[src/rtl/axi2ahb_ahb_ctrl.sv]
// AHB-Lite master sequencer: issues one AHB burst per command FIFO entry,
// gates on buffer space, and turns AHB errors into per-beat error responses.
module axi2ahb_ahb_ctrl #(
    parameter int ID_BITS   = 4,
    parameter int ADDR_BITS = 32
) (
    input  logic                 clk,
    input  logic                 reset,
    input  logic                 cmd_empty,
    input  logic                 cmd_read,
    input  logic [ID_BITS-1:0]   cmd_id,
    input  logic [ADDR_BITS-1:0] cmd_addr,
    input  logic [3:0]           cmd_len,
    input  logic [1:0]           cmd_size,
    input  logic                 cmd_err,
    output logic                 ahb_finish,
    output logic [ID_BITS-1:0]   cur_id,
    input  logic [4:0]           wbeats_avail,
    input  logic [4:0]           rbeats_space,
    output logic                 wdata_pop,
    output logic                 rdata_push,
    output logic                 data_last,
    output logic                 data_err,
    output logic [ADDR_BITS-1:0] HADDR,
    output logic [1:0]           HTRANS,
    output logic [2:0]           HBURST,
    output logic [2:0]           HSIZE,
    output logic                 HWRITE,
    input  logic                 HREADY,
    input  logic                 HRESP
);

    typedef enum logic [2:0] {IDLE, ADDR, DATA, FLUSH, DONE} state_t;

    localparam logic [1:0] TR_IDLE   = 2'b00;
    localparam logic [1:0] TR_NONSEQ = 2'b10;
    localparam logic [1:0] TR_SEQ    = 2'b11;

    state_t               state, state_nxt;
    logic [ADDR_BITS-1:0] haddr_nxt, haddr_inc, step;
    logic [1:0]           htrans_nxt;
    logic [2:0]           hburst_nxt, hsize_nxt, burst_code;
    logic                 hwrite_nxt;
    logic [ID_BITS-1:0]   cur_id_nxt;
    logic [3:0]           len_q, len_nxt;
    logic                 rd_q, rd_nxt;
    logic [3:0]           a_cnt, a_cnt_nxt;
    logic [3:0]           d_cnt, d_cnt_nxt;
    logic [4:0]           rem, rem_nxt;
    logic                 dph, dph_nxt;
    logic                 err_q, err_nxt;

    logic [4:0]  beats;
    logic [11:0] burst_bytes;
    logic        gate, crosses, in_burst, accept, beat_ok, err_start, beat_done;

    always_ff @(posedge clk or negedge reset) begin
        if (!reset) begin
            state  <= IDLE;
            HADDR  <= '0;
            HTRANS <= TR_IDLE;
            HBURST <= 3'b000;
            HSIZE  <= 3'b000;
            HWRITE <= 1'b0;
            cur_id <= '0;
            len_q  <= 4'd0;
            rd_q   <= 1'b0;
            a_cnt  <= 4'd0;
            d_cnt  <= 4'd0;
            rem    <= 5'd0;
            dph    <= 1'b0;
            err_q  <= 1'b0;
        end else begin
            state  <= state_nxt;
            HADDR  <= haddr_nxt;
            HTRANS <= htrans_nxt;
            HBURST <= hburst_nxt;
            HSIZE  <= hsize_nxt;
            HWRITE <= hwrite_nxt;
            cur_id <= cur_id_nxt;
            len_q  <= len_nxt;
            rd_q   <= rd_nxt;
            a_cnt  <= a_cnt_nxt;
            d_cnt  <= d_cnt_nxt;
            rem    <= rem_nxt;
            dph    <= dph_nxt;
            err_q  <= err_nxt;
        end
    end

    always_comb begin
        state_nxt  = state;
        haddr_nxt  = HADDR;
        htrans_nxt = HTRANS;
        hburst_nxt = HBURST;
        hsize_nxt  = HSIZE;
        hwrite_nxt = HWRITE;
        cur_id_nxt = cur_id;
        len_nxt    = len_q;
        rd_nxt     = rd_q;
        a_cnt_nxt  = a_cnt;
        d_cnt_nxt  = d_cnt;
        rem_nxt    = rem;
        dph_nxt    = dph;
        err_nxt    = err_q;

        beats       = {1'b0, cmd_len} + 5'd1;
        gate        = cmd_read ? (rbeats_space >= beats) : (wbeats_avail >= beats);
        burst_bytes = {7'd0, beats} << cmd_size;
        // A burst that would run past a 1 KB boundary is issued as INCR.
        crosses     = ({2'd0, cmd_addr[9:0]} + burst_bytes) > 12'd1024;
        case (cmd_len)
            4'd3:    burst_code = 3'b011;
            4'd7:    burst_code = 3'b101;
            4'd15:   burst_code = 3'b111;
            default: burst_code = 3'b000;
        endcase

        step      = {{(ADDR_BITS-1){1'b0}}, 1'b1} << HSIZE[1:0];
        haddr_inc = HADDR + step;
        in_burst  = (state == ADDR) || (state == DATA);
        accept    = (state == ADDR) && HTRANS[1] && HREADY;
        beat_ok   = in_burst && dph && HREADY;
        err_start = in_burst && dph && HRESP && !HREADY && !err_q;
        beat_done = beat_ok || (state == FLUSH);

        ahb_finish = (state == DONE);
        wdata_pop  = beat_done && !rd_q;
        rdata_push = beat_done && rd_q;
        data_last  = beat_done && ((state == FLUSH) ? (rem == 5'd1) : (d_cnt == len_q));
        data_err   = beat_done && ((state == FLUSH) || err_q);

        case (state)
            IDLE: begin
                if (!cmd_empty && gate) begin
                    cur_id_nxt = cmd_id;
                    len_nxt    = cmd_len;
                    rd_nxt     = cmd_read;
                    a_cnt_nxt  = 4'd0;
                    d_cnt_nxt  = 4'd0;
                    dph_nxt    = 1'b0;
                    err_nxt    = 1'b0;
                    if (cmd_err) begin
                        rem_nxt   = beats;
                        state_nxt = FLUSH;
                    end else begin
                        state_nxt  = ADDR;
                        haddr_nxt  = cmd_addr;
                        htrans_nxt = TR_NONSEQ;
                        hsize_nxt  = {1'b0, cmd_size};
                        hwrite_nxt = ~cmd_read;
                        hburst_nxt = crosses ? 3'b001 : burst_code;
                    end
                end
            end
            ADDR, DATA: begin
                if (accept) begin
                    dph_nxt   = 1'b1;
                    haddr_nxt = haddr_inc;
                    a_cnt_nxt = a_cnt + 4'd1;
                    if (a_cnt == len_q) begin
                        htrans_nxt = TR_IDLE;
                        state_nxt  = DATA;
                    end else begin
                        htrans_nxt = (haddr_inc[9:0] == 10'd0) ? TR_NONSEQ : TR_SEQ;
                    end
                end else if (HREADY) begin
                    dph_nxt = 1'b0;
                end
                // First ERROR cycle: withdraw any pending address phase.
                if (err_start) begin
                    err_nxt    = 1'b1;
                    htrans_nxt = TR_IDLE;
                end
                if (beat_ok) begin
                    d_cnt_nxt = d_cnt + 4'd1;
                    if (d_cnt == len_q) begin
                        err_nxt   = 1'b0;
                        state_nxt = DONE;
                    end else if (err_q) begin
                        err_nxt   = 1'b0;
                        rem_nxt   = {1'b0, len_q} - {1'b0, d_cnt};
                        state_nxt = FLUSH;
                    end
                end
            end
            FLUSH: begin
                rem_nxt = rem - 5'd1;
                if (rem == 5'd1) begin
                    state_nxt = DONE;
                end
            end
            DONE: begin
                state_nxt = IDLE;
            end
            default: begin
                state_nxt = IDLE;
            end
        endcase
    end

endmodule

[config.mk]
export PLATFORM = sky130hd
export DESIGN_NAME = axi2ahb_ahb_ctrl
export DESIGN_NICKNAME = d
export VERILOG_FILES = /design/src/rtl/axi2ahb_ahb_ctrl.sv
export SDC_FILE = /design/constraint.sdc
export NUM_CORES = 1
export LEC_CHECK = 0
export ABC_CLOCK_PERIOD_IN_PS = 4960
export BUFFER_PORTS_ARGS = -buffer_cell sky130_fd_sc_hd__buf_2
export CAP_MARGIN = 15
export CORE_ASPECT_RATIO = 1.5
export CORE_MARGIN = 2
export CORE_UTILIZATION = 50
export CTS_CLUSTER_SIZE = 40
export DETAILED_ROUTE_END_ITERATION = 10
export PLACE_DENSITY = 0.81
export SLEW_MARGIN = 30
export SYNTH_ARGS = -nofsm -noshare
export SYNTH_HDL_FRONTEND = slang
export SYNTH_SLANG_ARGS = --single-unit
[constraint.sdc]
create_clock -name clk -period 4.96 [get_ports clk]
set_input_delay 0.248 -clock clk [delete_from_list [all_inputs] [get_ports clk]]
set_output_delay 0.248 -clock clk [all_outputs]
set_load 0.01 [all_outputs]
# Word level (Yosys, flattened, before mapping)
# Cells that the tools add are included.
# op_classes
n_mux	44
bitwise	2
n_addsub	7
order_cmp	3
reduce_logical	34
eq_ne	20
shift	2
# op_table
op	n
32-bit 2-to-1 mux	3
32-bit case mux with 2 select lines	1
32-bit adder	1
1-bit by 2-bit << shifter with 32-bit output, first input constant	1
5-bit 2-to-1 mux	5
3-bit 2-to-1 mux	8
3-bit case mux with 3 select lines	2
4-bit case mux with 2 select lines	2
5-bit case mux with 3 select lines	1
2-bit inequality test, second input constant	7
10-bit by 12-bit adder with 12-bit output	1
12-bit by 11-bit greater-than comparator with 1-bit output, second input constant	1
1-bit logical AND	12
2-bit 2-to-1 mux	6
4-bit 2-to-1 mux	3
3-bit AND reduction	4
5-bit by 2-bit << shifter with 12-bit output	1
5-bit greater-or-equal comparator	2
10-bit logical NOT	1
1-bit 2-to-1 mux	10
4-bit by 1-bit adder with 4-bit output, second input constant	2
4-bit == test	2
4-bit AND reduction	2
3-bit by 2-bit == test with 1-bit output, second input constant	2
22 further kinds	32
# totals
elab_cells	126
regBits	67
output_inout_bits	50

# Depth between registers and ports, before layout
# Gate-level depths: netlist of the first run.
# depth
ltp_word	11
ltp_mapped	14
depth_no_buf	13

# Worst setup path after synthesis of the first run
# No wires, ideal clock.
# synth_path
kind	input to register
start	input port cmd_len[0]
end	register HBURST[0]
n_path_buf	1
slack_ns	2.024
arrival_time_ns	2.818
cell_stages	14
setup_ns	0.118
path_cell_list	ha_1 and2_1 nand2_1 o21ai_0 nor2_1 a21oi_1 ha_1 clkbuf_1 nand3_1 o22ai_1 or3_1 a211o_1 a2111o_1 a21o_1
# synth_between
elab_chain_cells	5
word_cells_on_any_way	14
classes_between	2 x add/sub; 3 x order compare; 3 x eq/ne; 1 x shift; 3 x mux; 2 x reduce/logical
# synth_rtl
element	line	text
start, declared	13	input logic [3:0] cmd_len,
4-bit by 1-bit adder with 5-bit output	107	beats = {1'b0, cmd_len} + 5'd1;
5-bit by 2-bit << shifter with 12-bit output / 5-bit greater-or-equal comparator (equally long branches)	109, 108	
10-bit by 12-bit adder with 12-bit output / 1-bit 2-to-1 mux (equally long branches)	111, 108	
12-bit by 11-bit greater-than comparator with 1-bit output / 1-bit logical AND (equally long branches)	111, 135	
3-bit 2-to-1 mux / 3-bit AND reduction (equally long branches)	-	
end signal, assigned	77	HBURST <= hburst_nxt;
end, declared	26	output logic [2:0] HBURST,
# Several ways; a longest one is shown, not always the timed one.
# A chain may end at the register's enable or synchronous reset.

# Worst setup path in the final report of the first run
# layout_path
start	register state[0]
end	register HADDR[30]
# layout_between
elab_chain_cells	5
word_cells_on_any_way	12
classes_between	5 x eq/ne; 1 x mux; 6 x reduce/logical
# layout_rtl
element	line	text
start, declared	39	state_t state, state_nxt;
start signal, assigned	74	state <= state_nxt;
3-bit by 1-bit == test with 1-bit output	122, 133	
1-bit logical AND (2 in series)	122	accept = (state == ADDR) && HTRANS[1] && HREADY;
2-bit inequality test (no line)	-	
4-bit AND reduction (no line)	-	
end signal, assigned	75	HADDR <= haddr_nxt;
end, declared	24	output logic [ADDR_BITS-1:0] HADDR,
# Several ways; a longest one is shown, not always the timed one.

==> impl_results.md, run 1 <==
* Storage cell area at 0.00168 mm2
* Period minus WS final at 3.28 ns
* Via/cell ratio at 6.19
* First-pass GRT wire length at 25,200 um
* I/O Buffers at 107
* Pleak at 0.00283 uW
* Synth top area cells: dfrtp_1 32%, ha_1 7.3%, nand2_1 5.5%
* Hold Path Class: input pin to flop
* FMAX at between 300 and 400 MHz
* Setup Fix Bufs, Post-CTS at 0
* Num CTS Buffers at 9
* Number of core rows at 46
* Register area share after synthesis at about a third
* CP Capture Type: flop
* Worst r2r src: state[0]
* Combinational share of power at 55.0%
* Reg-to-reg endpoint: HADDR[30]
* Overall Power at between 4000 and 5000 uW
* Filler Cell Count at 924
* Synth Net Count at ~720
* RSZ-0062 raised after global routing: no
* Syn_area_per_cell at 8.41 um2
* Hold slack at a little over 0.1 ns
* Internal power at approximately 2200 uW
* Worst Reg2Reg Path Length in Cells at 5
* Status: finished clean
* Hold-critical path depth at 3
* Clock Skews at ~0.0077 ns
* Vias in the first global route at 5,194
* Synth Cell Area at 0.00529 mm2
* Die area at around 0.011 mm2
* NetSw at 1850 uW
* Area growth, synth to finish at 18.0%
* Worst-path clk slew at 0.06 ns
* ANT nets after route at 0
* CTS tree: yes
* EDFF count, synth at 0
* I/O pins at between 100 and 150
* Peak VDD IR at 0.000425 V
* Ys flop type: dfrtp_1
* Final Net Count at 810
* Routed wire length at 15,400 um
* Clock share of power at 17.5%
* Worst slew margin at 35.5%
* Synth cell count leaders: 78 x nand2_1, 67 x dfrtp_1, 39 x nor2_1, 39 x o21ai_0
* Initial core utilization at 50.8%
* Max Cap Viol at 0
* Die Y-Extent at ~130 um
* Final setup viols at 0
* Drt pass-1 iters at 5
* Total track usage at 27.9%
* Clk buf depth at 2
* Startpoint Class: flop
* Final Hold Vio Count at 0
* Post-synthesis mux area share at 3.22%
* Setup CP Type: flop to flop
* Final Max Tran Viols at 0
* Clock Sinks at 67
* Post-cts gate resize count at 0
* Crit Path Max Fanout at 18
* Yosys top cell area share at approximately a third
* Worst-margin pin slew at 0.968 ns
* Unique masters post-synth at 71
* Crit path DAT at 3.50 ns
* Synth Area in XOR/XNOR at ~3.3%
* Root Buffer: clkbuf_16
* Htree depth at 3
* Gate count after technology mapping at 629
* Initial DRC count at 408
* Synth area leader: dfrtp_1
* Reg power frac at between 20% and 30%
* Grt total ovfl at 0
* Compound-Gate Fraction of Synth Area at 26.8%
* Share of cells above drive strength 1 at 21.3%
* R2r setup slk at 1.68 ns
* Worst Min Path Start: cmd_id[0]
* Multi-input gate area at 0.00337 mm2
* Post-Synth Simple-Gate Area at between 20% and 30%
* Initial antenna violation count at 0
* Pin count of the biggest net entering global routing at 48
* Drt wl/cell at 17.8 um
* Die width at ~90 um
* Core Footprint at 0.0104 mm2
* Clock Latency Late Sink at 0.34 ns
* Setup TNS at 0 ns
* Most common cell in the netlist: nand2_1
* Post-route DRC at 0
* Period utilization at 66.1%
* Share of flip-flops with an asynchronous set or reset at 100%
* Gpl congestion at roughly 0.9
* Data required, critical path at 5.18 ns
* WHS Endpoint: cur_id[0]
* Detail Placement HPWL at approximately 11,000 um
* Adder-Cell Fraction of Synth Area at under 10%
* Via count at 5,359
* FF+latch count, synth at 67
* P per Cell Area at roughly 640 mW/mm2
* Switching Share at 46.0%
* YS warnings at 0
* Largest family of logic cells by synthesized area: compound AO/OA/AOI/OAI gates
* # diodes at 0
==> cells in the final DEF, fill, tap and decap left out, types with 9 or more instances in the layout <==
master       n
a211oi_1     9
a21o_1       9
a21oi_1     31
a31oi_1     21
and2_1      10
and3_1      11
buf_2      107
clkbuf_16    9
dfrtp_1     67
ha_1        31
inv_1       23
nand2_1     78
nand3_1     22
nand4_1      9
nor2_1      38
nor2b_1     11
nor3_1      10
o21ai_0     39
o22a_1      18
o22ai_1     12
o31ai_1     12
xnor2_1     13
==> worst max path at each step <==
stage	startpoint	end	slack [ns]	cells past startpoint
final	state[0]	HADDR[30]	1.68	5
after CTS	state[0]	HADDR[30]	1.77	5
after floorplan	cmd_len[0]	HBURST[0]	2.02	14
after global placement	cmd_len[0]	HBURST[0]	1.68	14
after global routing	state[0]	HADDR[30]	1.50	5
after detailed placement	cmd_len[0]	HBURST[1]	1.58	14
==> critical path, stage by stage, from the launching register on <==
cell and delay (ns):
dfrtp_1 0.70, nor3_1 0.15, and2_1 0.41, a21oi_1 0.85
nand2_1 0.61, a211o_1 0.43
==> routing by layer <==
| layer | GRT usage (%) | routed length (um) | vias to the layer above | share of wire [%] |
|---|---|---|---|---|
| li1 | - | - | 2512 | - |
| met1 | 33.9 | 5930 | 2567 | 39 |
| met2 | 47.8 | 7890 | 241 | 51 |
| met3 | 4.93 | 1040 | 39 | 6.8 |
| met4 | 12.3 | 512 | 0 | 3.3 |
| met5 | 0 | 0 | - | 0 |
==> power groups by stage <==
| stage | clock [uW] | combinational (uW) | sequential [uW] |
|---|---|---|---|
| floorplan | 0 | 1560 | 1080 |
| global placement | 0 | 2120 | 1090 |
| detailed placement | 0 | 2190 | 1100 |
| CTS | 712 | 2200 | 1090 |
| global route | 742 | 2460 | 1140 |
| finish | 704 | 2210 | 1100 |
==> final cells by class <==
class,instances,area share [%]
Timing Repair Buffer,116,9.70
Clock buffer,12,4.11
Multi-Input combinational cell,500,53.9
Clock inverter,4,1.16
Inverter,23,1.38
Sequential cell,67,26.8
Tap cell,144,2.89
==> sequential cells by signal, indices dropped and copies added (netlist names) <==
name,flops
HADDR,32
HBURST,3
HSIZE,2
HTRANS,2
HWRITE,1
a_cnt,4
cur_id,4
d_cnt,4
dph,1
err_q,1
len_q,4
rd_q,1
rem,5
state,3
==> stage by stage <==
stage          setup slack [ns]  std cells  util (%)  cell area [um2]
6_report                   1.68        866      59.9             6240
5_1_grt                    1.50        866      59.9             6240
4_1_cts                    1.77        866      59.9             6240
3_5_place_dp               1.58        849      56.7             5910
3_3_place_gp               1.68        849      56.7             5910
2_1_floorplan              2.02        629         -             5290
==> logic make-up (layout without fill, tap and decap cells) <==
family / Yosys count / in the layout
simple gates: 225 / 225
xor+xnor: 20 / 20
fa+ha+maj: 34 / 34
mux: 16 / 16
other cells: 1 / 1
buf+inv: 62 / 155
compound gates: 204 / 204
flops: 67 / 67
==> repair_timing <==
item,4_1_cts,5_1_grt
hold endpoints to repair,20,0
setup endpoints to repair,0,0
hold buffers,1,0
Power figures use the tool's default switching activity.
==> run 2, diff against run 1 <==
- ABC_CLOCK_PERIOD_IN_PS: 4960 -> 2700
- PLACE_DENSITY: 0.81 -> 0.84
- clock period: 4.96 -> 2.7 ns (I/O delays scaled with it)
==> impl_results.md, run 2 (synthesized netlist as in run 1, its figures left out) <==
* Drt pass-1 iters at 8 (+3)
* Clock Latency Late Sink at 0.34 ns (about the same)
* Switching Share at 45.2% (-0.82 points)
* Hold Path Class: input pin to flop
* Clock Sinks at 67 (unchanged)
* Htree depth at 3 (unchanged)
* I/O Buffers at 107 (unchanged)
* Core Footprint at 0.0104 mm2 (unchanged)
* NetSw at 3530 uW (+91%)
* GR Util met2 at 49.3% (+1.5 points)
* Hold-critical path depth at 3 (unchanged)
* Worst setup path endpoint: HADDR[30]
* Setup CP Type: flop to flop
* Max reg flops at 32 (unchanged)
* CP Cell Sequence: nor2_1 -> ha_1 -> fa_1 -> a21o_1 -> a21oi_1 -> buf_4 -> nor4_4 -> buf_4 -> a32oi_1 -> a211oi_1 -> a211o_1
* Number of core rows at 46 (unchanged)
* Reg-to-reg endpoint: HADDR[30]
* Period utilization at 94.4% (+28 points)
* Worst-path clk slew at 0.06 ns (about the same)
* P per Cell Area at 1170 mW/mm2 (+81%)
* Top Usage Layer GRT: met2
* Via/cell ratio at 6.27 (+1.4%)
* RSZ-0062 raised after global routing: no
* Drt wl/cell at 17.6 um (-0.71%)
* Peak VDD IR at 0.000593 V (+40%)
* Max Cap Viol at 0 (unchanged)
* Pin count of the biggest net entering global routing at 68 (+42%)
* Startpoint Class: flop
* Commonest cells after routing, fill and taps aside: 107 x buf_2, 77 x nand2_1, 65 x dfrtp_1, 47 x buf_4, 38 x nor2_1
* Internal power at 4290 uW (+97%)
* Grt total ovfl at 0 (unchanged)
* Final Net Count at 855 (+5.6%)
* Data required, critical path at 2.92 ns (-2.26 ns)
* Clock Skews at 0.0101 ns (+0.00240 ns)
* Total track usage at 28.4% (+0.52 points)
* First-pass GRT wire length at 25,700 um (+1.9%)
* Combinational share of power at 56.7% (+1.7 points)
* Area growth, synth to finish at 26.4%
* Status: finished clean
* I/O pins at 109 (unchanged)
* # diodes at 0 (unchanged)
* Die width at 88.0 um (unchanged)
* Post-place instance area at 0.00624 mm2 (+5.6%)
* Via count at 5,714 (+6.6%)
* Clock share of power at 17.8% (+0.3 points)
* Pleak at 0.00307 uW (+8.5%)
* ANT nets after route at 0 (unchanged)
* Root Buffer: clkbuf_16
* Non-Filler Instances at 911 (+5.2%)
* Crit Path Max Fanout at 8 (-10)
* Most common cell after layout, fill and taps aside: buf_2
* CP peak stage delay at 0.42 ns (-0.43 ns)
* Worst slew margin at 64.6% (+29 points)
* Most Frequent Cell on Critical Path: buf_4
* Die Y-Extent at 130 um (unchanged)
* Initial antenna violation count at 0 (unchanged)
* Worst r2r src: HSIZE[0]
* Inst Count DP at 889 (+4.7%)
* Gpl congestion at 0.901 (-0.19%)
* Initial core utilization at 50.8% (unchanged)
* Reg power frac at 25.4% (-2.0 points)
* Critical path origin: HSIZE[0]
* Top Registers: HADDR x32, rem x5
* R2r setup slk at 0.15 ns (-1.53 ns)
* Post-route DRC at 0 (unchanged)
* FMAX at 392 MHz (+29%)
* Biggest register: HADDR
* Vias in the first global route at 5,582 (+7.5%)
* Routed wire length at 16,100 um (+4.4%)
* Final setup viols at 0 (unchanged)
* Die area at 0.0114 mm2 (unchanged)
* Crit path max-delay cell type: fa_1
* Period minus WS final at 2.55 ns (-0.727 ns)
* Detail Placement HPWL at 11,900 um (+4.8%)
* CP Capture Type: flop
* Met3 Track Usage GR at 4.55% (-0.38 points)
* Final Hold Vio Count at 0 (unchanged)
* Worst-margin pin slew at 0.531 ns (-0.437 ns)
* Met1 Use GR at 32.4% (-1.4 points)
* CTS tree: yes
* Worst Reg2Reg Path Length in Cells at 11 (+6)
* Final Max Tran Viols at 0 (unchanged)
* Share of cells above drive strength 1 at 26.7% (+5.4 points)
* Num CTS Buffers at 9 (unchanged)
* Clk buf depth at 2 (unchanged)
* Final instance area at 0.00669 mm2 (+7.1%)
* Initial DRC count at 437 (+7.1%)
* Crit path DAT at 2.77 ns (-0.73 ns)
run 2: cell count changes in the layout (fill, tap and decap cells not counted), sizes merged:
cell	delta
clkinv	+1
inv	+1
dlygate4sd3	+3
buf	+42
bufinv	+1
clkbuf	-3
run 2: power by group through the flow:
| stage | Combinational [uW] | Sequential (uW) | Clock (uW) |
|---|---|---|---|
| floorplan | 2870 | 1980 | 0 |
| global placement | 4180 | 1950 | 0 |
| detailed placement | 4350 | 1980 | 0 |
| CTS | 4380 | 1970 | 1410 |
| global route | 4880 | 2040 | 1460 |
| finish | 4440 | 1990 | 1390 |
run 2: critical path: cells and delay by family (launching register included):
family,cells,cell delay [ns]
DFF,1,0.41
buffers and inverters,2,0.36
AOI/OAI and AO/OA,5,0.89
and+or+nand+nor,2,0.12
adders and majority gates,2,0.64
run 2: timing repair:
item | CTS | global route
hold buffers | 3 | 1
setup endpoints to repair | 0 | 6
gates resized for setup | 0 | 8
setup buffers | 0 | 1
hold endpoints to repair | 3 | 17
run 2: stage by stage:
stage | setup TNS, ns | utilization [%] | power [uW] | setup WS [ns] | hold WS [ns]
floorplan | 0 | - | 4850 | 0.0748 | -0.161
global placement | -0.420 | 59.9 | 6130 | -0.176 | 0.325
detailed placement | -1.23 | 59.9 | 6330 | -0.290 | 0.338
CTS | 0 | 63.5 | 7750 | 0.0705 | 0.00126
global route | 0 | 64.2 | 8370 | 0.00335 | 0.0189
finish | 0 | 64.2 | 7820 | 0.150 | 0.00170
run 2: cell type report:
class	instances	area, um2
inverter	23	86.3
fill	854	3730
multi-input combinational	500	3400
sequential	67	1680
tap	144	180
timing repair buffer	161	996
clock inverter	7	124
clock buffer	9	225
run 2: routing by layer:
metal	vias to the layer above	wire length, um	part of all wire (%)
li1	2614	-	-
met1	2714	5990	37
met2	314	8270	51
met3	72	1100	6.8
met4	0	709	4.4
met5	-	0	0
run 2: how the worst min path moves through the flow:
stage,slack (ns),to,start
global placement,0.32,cur_id[0],cmd_id[0]
finish,0.002,cur_id[1],cmd_id[1]
floorplan,-0.16,HADDR[0],reset
CTS,0.001,cur_id[1],cmd_id[1]
detailed placement,0.34,cur_id[3],cmd_id[3]
global route,0.02,cur_id[1],cmd_id[1]
